<file path="src/rtl/dac_cfg_serializer.sv">
// Serializer for the DAC configuration chains: clears both receivers, then streams
// marker-framed vref and data words MSB first on two lines that share one bit index.
module dac_cfg_serializer #(
    parameter int unsigned VREF_W     = 4,
    parameter int unsigned DATA_W     = 8,
    parameter int unsigned CLR_CYCLES = 2
) (
    input  logic              clk,
    input  logic              rst,
    input  logic              load,
    input  logic [VREF_W-1:0] vref_in,
    input  logic [DATA_W-1:0] data_in,
    output logic              sdo_vref,
    output logic              sdo_data,
    output logic              rx_rst_n,
    output logic              busy,
    output logic              done
);

    localparam int unsigned SR_W    = DATA_W + 1;
    localparam int unsigned CNT_MAX = (CLR_CYCLES > SR_W) ? CLR_CYCLES : SR_W;
    localparam int unsigned CNT_W   = $clog2(CNT_MAX + 1);
    localparam logic [CNT_W-1:0] CLR_LAST = CNT_W'(CLR_CYCLES - 1);
    localparam logic [CNT_W-1:0] K_LAST   = CNT_W'(DATA_W);

    typedef enum logic [1:0] {
        S_IDLE,
        S_CLEAR,
        S_SHIFT,
        S_DONE
    } state_t;

    state_t          r_state;
    state_t          w_state_nxt;
    logic [CNT_W-1:0] r_cnt;
    logic [CNT_W-1:0] w_cnt_nxt;
    // Frames are pre-formatted as {marker, payload, zero pad}, MSB leaves first
    logic [SR_W-1:0] r_data_sr;
    logic [SR_W-1:0] w_data_sr_nxt;
    logic [SR_W-1:0] r_vref_sr;
    logic [SR_W-1:0] w_vref_sr_nxt;
    logic            w_sdo_vref_nxt;
    logic            w_sdo_data_nxt;
    logic            w_rx_rst_n_nxt;
    logic            w_busy_nxt;
    logic            w_done_nxt;

    always_ff @(posedge clk or posedge rst) begin
        if (rst) begin
            r_state   <= S_IDLE;
            r_cnt     <= '0;
            r_data_sr <= '0;
            r_vref_sr <= '0;
            sdo_vref  <= 1'b0;
            sdo_data  <= 1'b0;
            rx_rst_n  <= 1'b0;
            busy      <= 1'b0;
            done      <= 1'b0;
        end else begin
            r_state   <= w_state_nxt;
            r_cnt     <= w_cnt_nxt;
            r_data_sr <= w_data_sr_nxt;
            r_vref_sr <= w_vref_sr_nxt;
            sdo_vref  <= w_sdo_vref_nxt;
            sdo_data  <= w_sdo_data_nxt;
            rx_rst_n  <= w_rx_rst_n_nxt;
            busy      <= w_busy_nxt;
            done      <= w_done_nxt;
        end
    end

    // Next state and next-cycle output values; outputs are registered from these
    always_comb begin
        w_state_nxt    = r_state;
        w_cnt_nxt      = r_cnt;
        w_data_sr_nxt  = r_data_sr;
        w_vref_sr_nxt  = r_vref_sr;
        w_sdo_vref_nxt = 1'b0;
        w_sdo_data_nxt = 1'b0;
        w_rx_rst_n_nxt = 1'b1;
        w_busy_nxt     = 1'b0;
        w_done_nxt     = 1'b0;

        case (r_state)
            S_IDLE: begin
                if (load) begin
                    w_state_nxt    = S_CLEAR;
                    w_cnt_nxt      = '0;
                    w_data_sr_nxt  = {1'b1, data_in};
                    w_vref_sr_nxt  = SR_W'({1'b1, vref_in}) << (DATA_W - VREF_W);
                    w_rx_rst_n_nxt = 1'b0;
                    w_busy_nxt     = 1'b1;
                end
            end
            S_CLEAR: begin
                w_busy_nxt = 1'b1;
                if (r_cnt == CLR_LAST) begin
                    w_state_nxt    = S_SHIFT;
                    w_cnt_nxt      = '0;
                    w_sdo_data_nxt = r_data_sr[SR_W-1];
                    w_sdo_vref_nxt = r_vref_sr[SR_W-1];
                    w_data_sr_nxt  = r_data_sr << 1;
                    w_vref_sr_nxt  = r_vref_sr << 1;
                end else begin
                    w_cnt_nxt      = r_cnt + CNT_W'(1);
                    w_rx_rst_n_nxt = 1'b0;
                end
            end
            S_SHIFT: begin
                w_busy_nxt = 1'b1;
                if (r_cnt == K_LAST) begin
                    w_state_nxt = S_DONE;
                    w_cnt_nxt   = '0;
                    w_done_nxt  = 1'b1;
                end else begin
                    w_cnt_nxt      = r_cnt + CNT_W'(1);
                    w_sdo_data_nxt = r_data_sr[SR_W-1];
                    w_sdo_vref_nxt = r_vref_sr[SR_W-1];
                    w_data_sr_nxt  = r_data_sr << 1;
                    w_vref_sr_nxt  = r_vref_sr << 1;
                end
            end
            S_DONE: begin
                w_state_nxt = S_IDLE;
            end
            default: begin
                w_state_nxt = S_IDLE;
            end
        endcase
    end

endmodule

</file>
<file path="config.mk">
export PLATFORM = sky130hd
export DESIGN_NAME = dac_cfg_serializer
export DESIGN_NICKNAME = d
export VERILOG_FILES = /design/src/rtl/dac_cfg_serializer.sv
export SDC_FILE = /design/constraint.sdc
export NUM_CORES = 1
export LEC_CHECK = 0
export CAP_MARGIN = 20
export CORE_ASPECT_RATIO = 1.1
export CORE_MARGIN = 8
export CORE_UTILIZATION = 47
export CTS_BUF_LIST = sky130_fd_sc_hd__clkbuf_16
export CTS_CLUSTER_DIAMETER = 80
export DETAILED_ROUTE_END_ITERATION = 10
export PLACE_DENSITY = 0.74
export SYNTH_ARGS = -nofsm -noshare
export SYNTH_HDL_FRONTEND = slang
export SYNTH_SLANG_ARGS = --single-unit
</file>
<file path="constraint.sdc">
create_clock -name clk -period 1.83 [get_ports clk]
set_input_delay 0.549 -clock clk [delete_from_list [all_inputs] [get_ports clk]]
set_output_delay 0.549 -clock clk [all_outputs]
set_load 0.02 [all_outputs]
</file>
==> run summary <==
Worst setup path
* flop — element type at the critical path end
* compound AO/OA/AOI/OAI gates — Top Family by Delay on Critical Path
* 8 — cell count of the worst reg-to-reg path
* 8 — logic depth of the worst path, buffers included
* 0.40 ns — Slowest Stage Delay on Critical Path
* r_vref_sr[8]$_DFFE_PP0P_ — CP Capture Point
* sky130_fd_sc_hd__dfrtp_1 — Slowest cell on crit path
* r_cnt[1]$_DFFE_PP0P_ — worst reg2reg path startpoint
* 2.11 ns — Data arrival, critical path
* inv_2, ha_4, or3b_4, a2111oi_4, buf_6, buf_12, nor2_2, a31oi_1 — critical path, cell by cell
* 2.01 ns — required time of the critical path
* 3 — WP buf/inv
* -0.1 ns — flop2flop setup slack
* r_vref_sr[8]$_DFFE_PP0P_ — worst reg2reg path endpoint
* flop — crit path launch type
* reg -> reg — WS Path Type
* 7 — biggest fanout along the worst timing path
* r_cnt[1]$_DFFE_PP0P_ — startpoint of the most critical setup path

Timing
* 15 — number of setup violations in the final report
* 518 MHz — maximum clock rate
* yes — setup repair after global routing missed its margin
* 0 — Pins Over Slew Limit
* 0 — Final Hold Viols
* 0.468 ns — transition time at the pin with the least slew margin
* -0.0998 ns — post-route worst setup slack
* 105% — post-route fraction of the period consumed by the critical path
* 1.93 ns — crit path time final
* 68.3% — Slew HR
* 0.00488 ns — Worst Clk Skew
* -0.909 ns — Setup TNS Final

Finish
* 0 — number of diodes added for antenna fixing
* 214 — Filler Cells Inserted
* 626 um^2 — Seq. cell area
* 27.7% — layout cells sized above 1
* 182 — final layout net count
* 1840 um^2 — final std cell area, no fill
* 688 um^2 — multi-input logic area
* 41.3% — Area growth syn-to-layout
* 68.1% — post-layout utilization of the core
* 192 — final cell count without fillers

Power
* 1990 nW/um^2 — power per cell area
* 0.818 nW — P_leak
* 1.23 mV — Peak VDD IR
* 3.66 mW — post-layout total power

Clocking
* 25 — # clock sinks
* 1 — H-tree level count
* 3 — clock buffers created by TritonCTS
* 0.26 ns — clock latency on the worst-skew pair
* sky130_fd_sc_hd__clkbuf_16 — Root Buffer Master
* 0.07 ns — clock slew seen by the registers of the worst setup and hold paths
* yes — clock tree from TritonCTS
* 2 — maximum root-to-sink buffer count

Placed design
* 1790 um — HPWL after DPL
* 183 — Placed Instances
* 19 — PortBufs
* 0.806 — GPL Wtd Cong
* 1600 um^2 — post-detailed-placement cell area

Logic synthesis
* 146 — Post-Synthesis Net Count
* 0 — Warnings, synthesis
* 0 — number of enable-type register cells in the synthesized netlist
* 28 — number of distinct library cell variants in the gate-level netlist after synthesis
* 25 — synthesized flop and latch total
* 48.0% — Synth top area share
* sky130_fd_sc_hd__dfrtp_1 (48%), sky130_fd_sc_hd__mux2i_1 (7.7%), sky130_fd_sc_hd__ha_1 (6.7%), sky130_fd_sc_hd__nor2_1 (4.3%), sky130_fd_sc_hd__a21oi_2 (4.0%) — leading post-synthesis cells by cell area
* 10.5 um^2 — post-synthesis area per instance
* sky130_fd_sc_hd__dfrtp_1 (25), sky130_fd_sc_hd__nor2_1 (15), sky130_fd_sc_hd__inv_1 (11), sky130_fd_sc_hd__mux2i_1 (10), sky130_fd_sc_hd__o21ai_0 (10) — most frequent cells after synthesis
* 100% — fraction of synthesis flops using an asynchronous set or reset pin
* sky130_fd_sc_hd__dfrtp_1 — biggest area consumer among synthesized cells
* sky130_fd_sc_hd__dfrtp_1 — most frequent cell after synthesis
* 124 — Post-Synthesis Cells
* 1300 um^2 — Synth Cell Area
* 48.0% — Seq/Total Area, Yosys
* sky130_fd_sc_hd__dfrtp_1 — Primary FF master, synth

Global route
* 29 — maximum number of pins on one net before global-route repair
* 0 — total global routing overflow
* 4430 um — first-pass GRT wire length
* 0 — initial antenna violation count
* 11.7% — total global-route track usage
* 1,055 — via count of the first global-routing pass

Drt
* 4 — First-pass DRT Iterations
* 0 — Post-DRT Antenna Nets
* 0 — DRC violations left
* 1,033 — vias after detailed routing
* 2770 um — wire length after detailed routing
* 41 — DRC violation total after the first TritonRoute iteration
* 5.38 — per-cell via count in the routed design
* 14.4 um — detail-routed net length per standard cell

Floorplan
* 71.2 um — Chip Height
* 2700 um^2 — Core Area
* 48.2% — starting density of the core
* 20 — number of rows created at floorplan
* 20 — I/O Pins
* 66.2 um — die boundary width
* 4720 um^2 — Die ar.

Run status
* finished with violations — run status
* setup timing — failing checks

Job
* 0 — number of max-cap violations

Min path
* reg -> reg — Min-Delay Path Class

[state kept, by name, indices dropped and copies added (netlist names)]
signal     cells
sdo_data       1
sdo_vref       1
busy           1
r_state        2
r_vref_sr      5
done           1
r_cnt          4
r_data_sr      9
rx_rst_n       1
[worst register-to-register path, cell delays in order, from the launching register on]
cell and delay (ns):
sky130_fd_sc_hd__dfrtp_1 0.40, sky130_fd_sc_hd__inv_2 0.08, sky130_fd_sc_hd__ha_4 0.12, sky130_fd_sc_hd__or3b_4 0.39
sky130_fd_sc_hd__a2111oi_4 0.36, sky130_fd_sc_hd__buf_6 0.18, sky130_fd_sc_hd__buf_12 0.12, sky130_fd_sc_hd__nor2_2 0.04
sky130_fd_sc_hd__a31oi_1 0.16
[how the worst min path moves through the flow]
stage | start | end | depth (start not counted)
global route | r_data_sr[8]$_DFFE_PP0P_ | sdo_data$_DFF_PP0_ | 1
finish | r_data_sr[8]$_DFFE_PP0P_ | sdo_data$_DFF_PP0_ | 1
floorplan | r_data_sr[8]$_DFFE_PP0P_ | sdo_data$_DFF_PP0_ | 1
detailed placement | r_vref_sr[8]$_DFFE_PP0P_ | sdo_vref$_DFF_PP0_ | 1
CTS | r_vref_sr[8]$_DFFE_PP0P_ | sdo_vref$_DFF_PP0_ | 1
global placement | r_vref_sr[8]$_DFFE_PP0P_ | sdo_vref$_DFF_PP0_ | 1
[power breakdown]
group          internal [mW]  total, mW  switching [mW]
registers              0.783      0.945           0.162
logic                   1.13       2.22            1.09
clock network          0.295      0.492           0.197
[kinds of logic after synthesis]
| kind of cell | share of synthesized area, % |
|---|---|
| buffers and inverters | 5.47 |
| muxes | 8.54 |
| adders and majority gates | 6.72 |
| AOI/OAI and AO/OA | 14.7 |
| DFF | 48.0 |
| and+or+nand+nor | 16.6 |
[layout by cell type (no fill, tap or decap), types with 2 or more instances in the layout]
cell,count
sky130_fd_sc_hd__a21oi_1,4
sky130_fd_sc_hd__a21oi_2,8
sky130_fd_sc_hd__a31oi_1,2
sky130_fd_sc_hd__and2_1,3
sky130_fd_sc_hd__buf_4,11
sky130_fd_sc_hd__buf_6,2
sky130_fd_sc_hd__clkbuf_16,5
sky130_fd_sc_hd__clkdlybuf4s50_1,19
sky130_fd_sc_hd__dfrtp_1,25
sky130_fd_sc_hd__ha_1,6
sky130_fd_sc_hd__inv_1,10
sky130_fd_sc_hd__mux2i_1,10
sky130_fd_sc_hd__nand2_1,3
sky130_fd_sc_hd__nand2b_1,4
sky130_fd_sc_hd__nand3_1,2
sky130_fd_sc_hd__nand3b_1,2
sky130_fd_sc_hd__nor2_1,8
sky130_fd_sc_hd__nor2_4,7
sky130_fd_sc_hd__nor2b_1,2
sky130_fd_sc_hd__o21ai_0,8
[layout make-up]
class,count,area share [%]
clock buffers,3,4.08
clock inverters,1,0.272
inverters,11,2.24
multi-input cells,84,37.4
flip-flops and latches,25,34.0
well taps,33,2.24
repair buffers,35,19.8
[metrics by stage]
step / hold slack (ns) / setup WS [ns]
after global routing: 0.536 / -0.195
after CTS: 0.494 / -0.0329
final: 0.491 / -0.0998
after global placement: 0.474 / -0.0907
after detailed placement: 0.479 / -0.112
after floorplan: 0.454 / -0.112
[per-layer routing]
metal	vias up	GRT usage (%)	wire length (um)
li1	494	-	-
met1	515	12.9	1160
met2	21	19.2	1440
met3	3	4.06	132
met4	0	6.18	45
met5	-	0	0
[timing repair]
action / in CTS / in global routing
pin swaps: 0 / 4
hold buffers: 0 / 0
cloned: 0 / 3
resized for setup: 0 / 25
endpoints found under the setup margin: 13 / 19
buffers inserted: 0 / 2
hold endpoints to repair: 0 / 0
No activity file was read; power rests on OpenSTA's default activity.
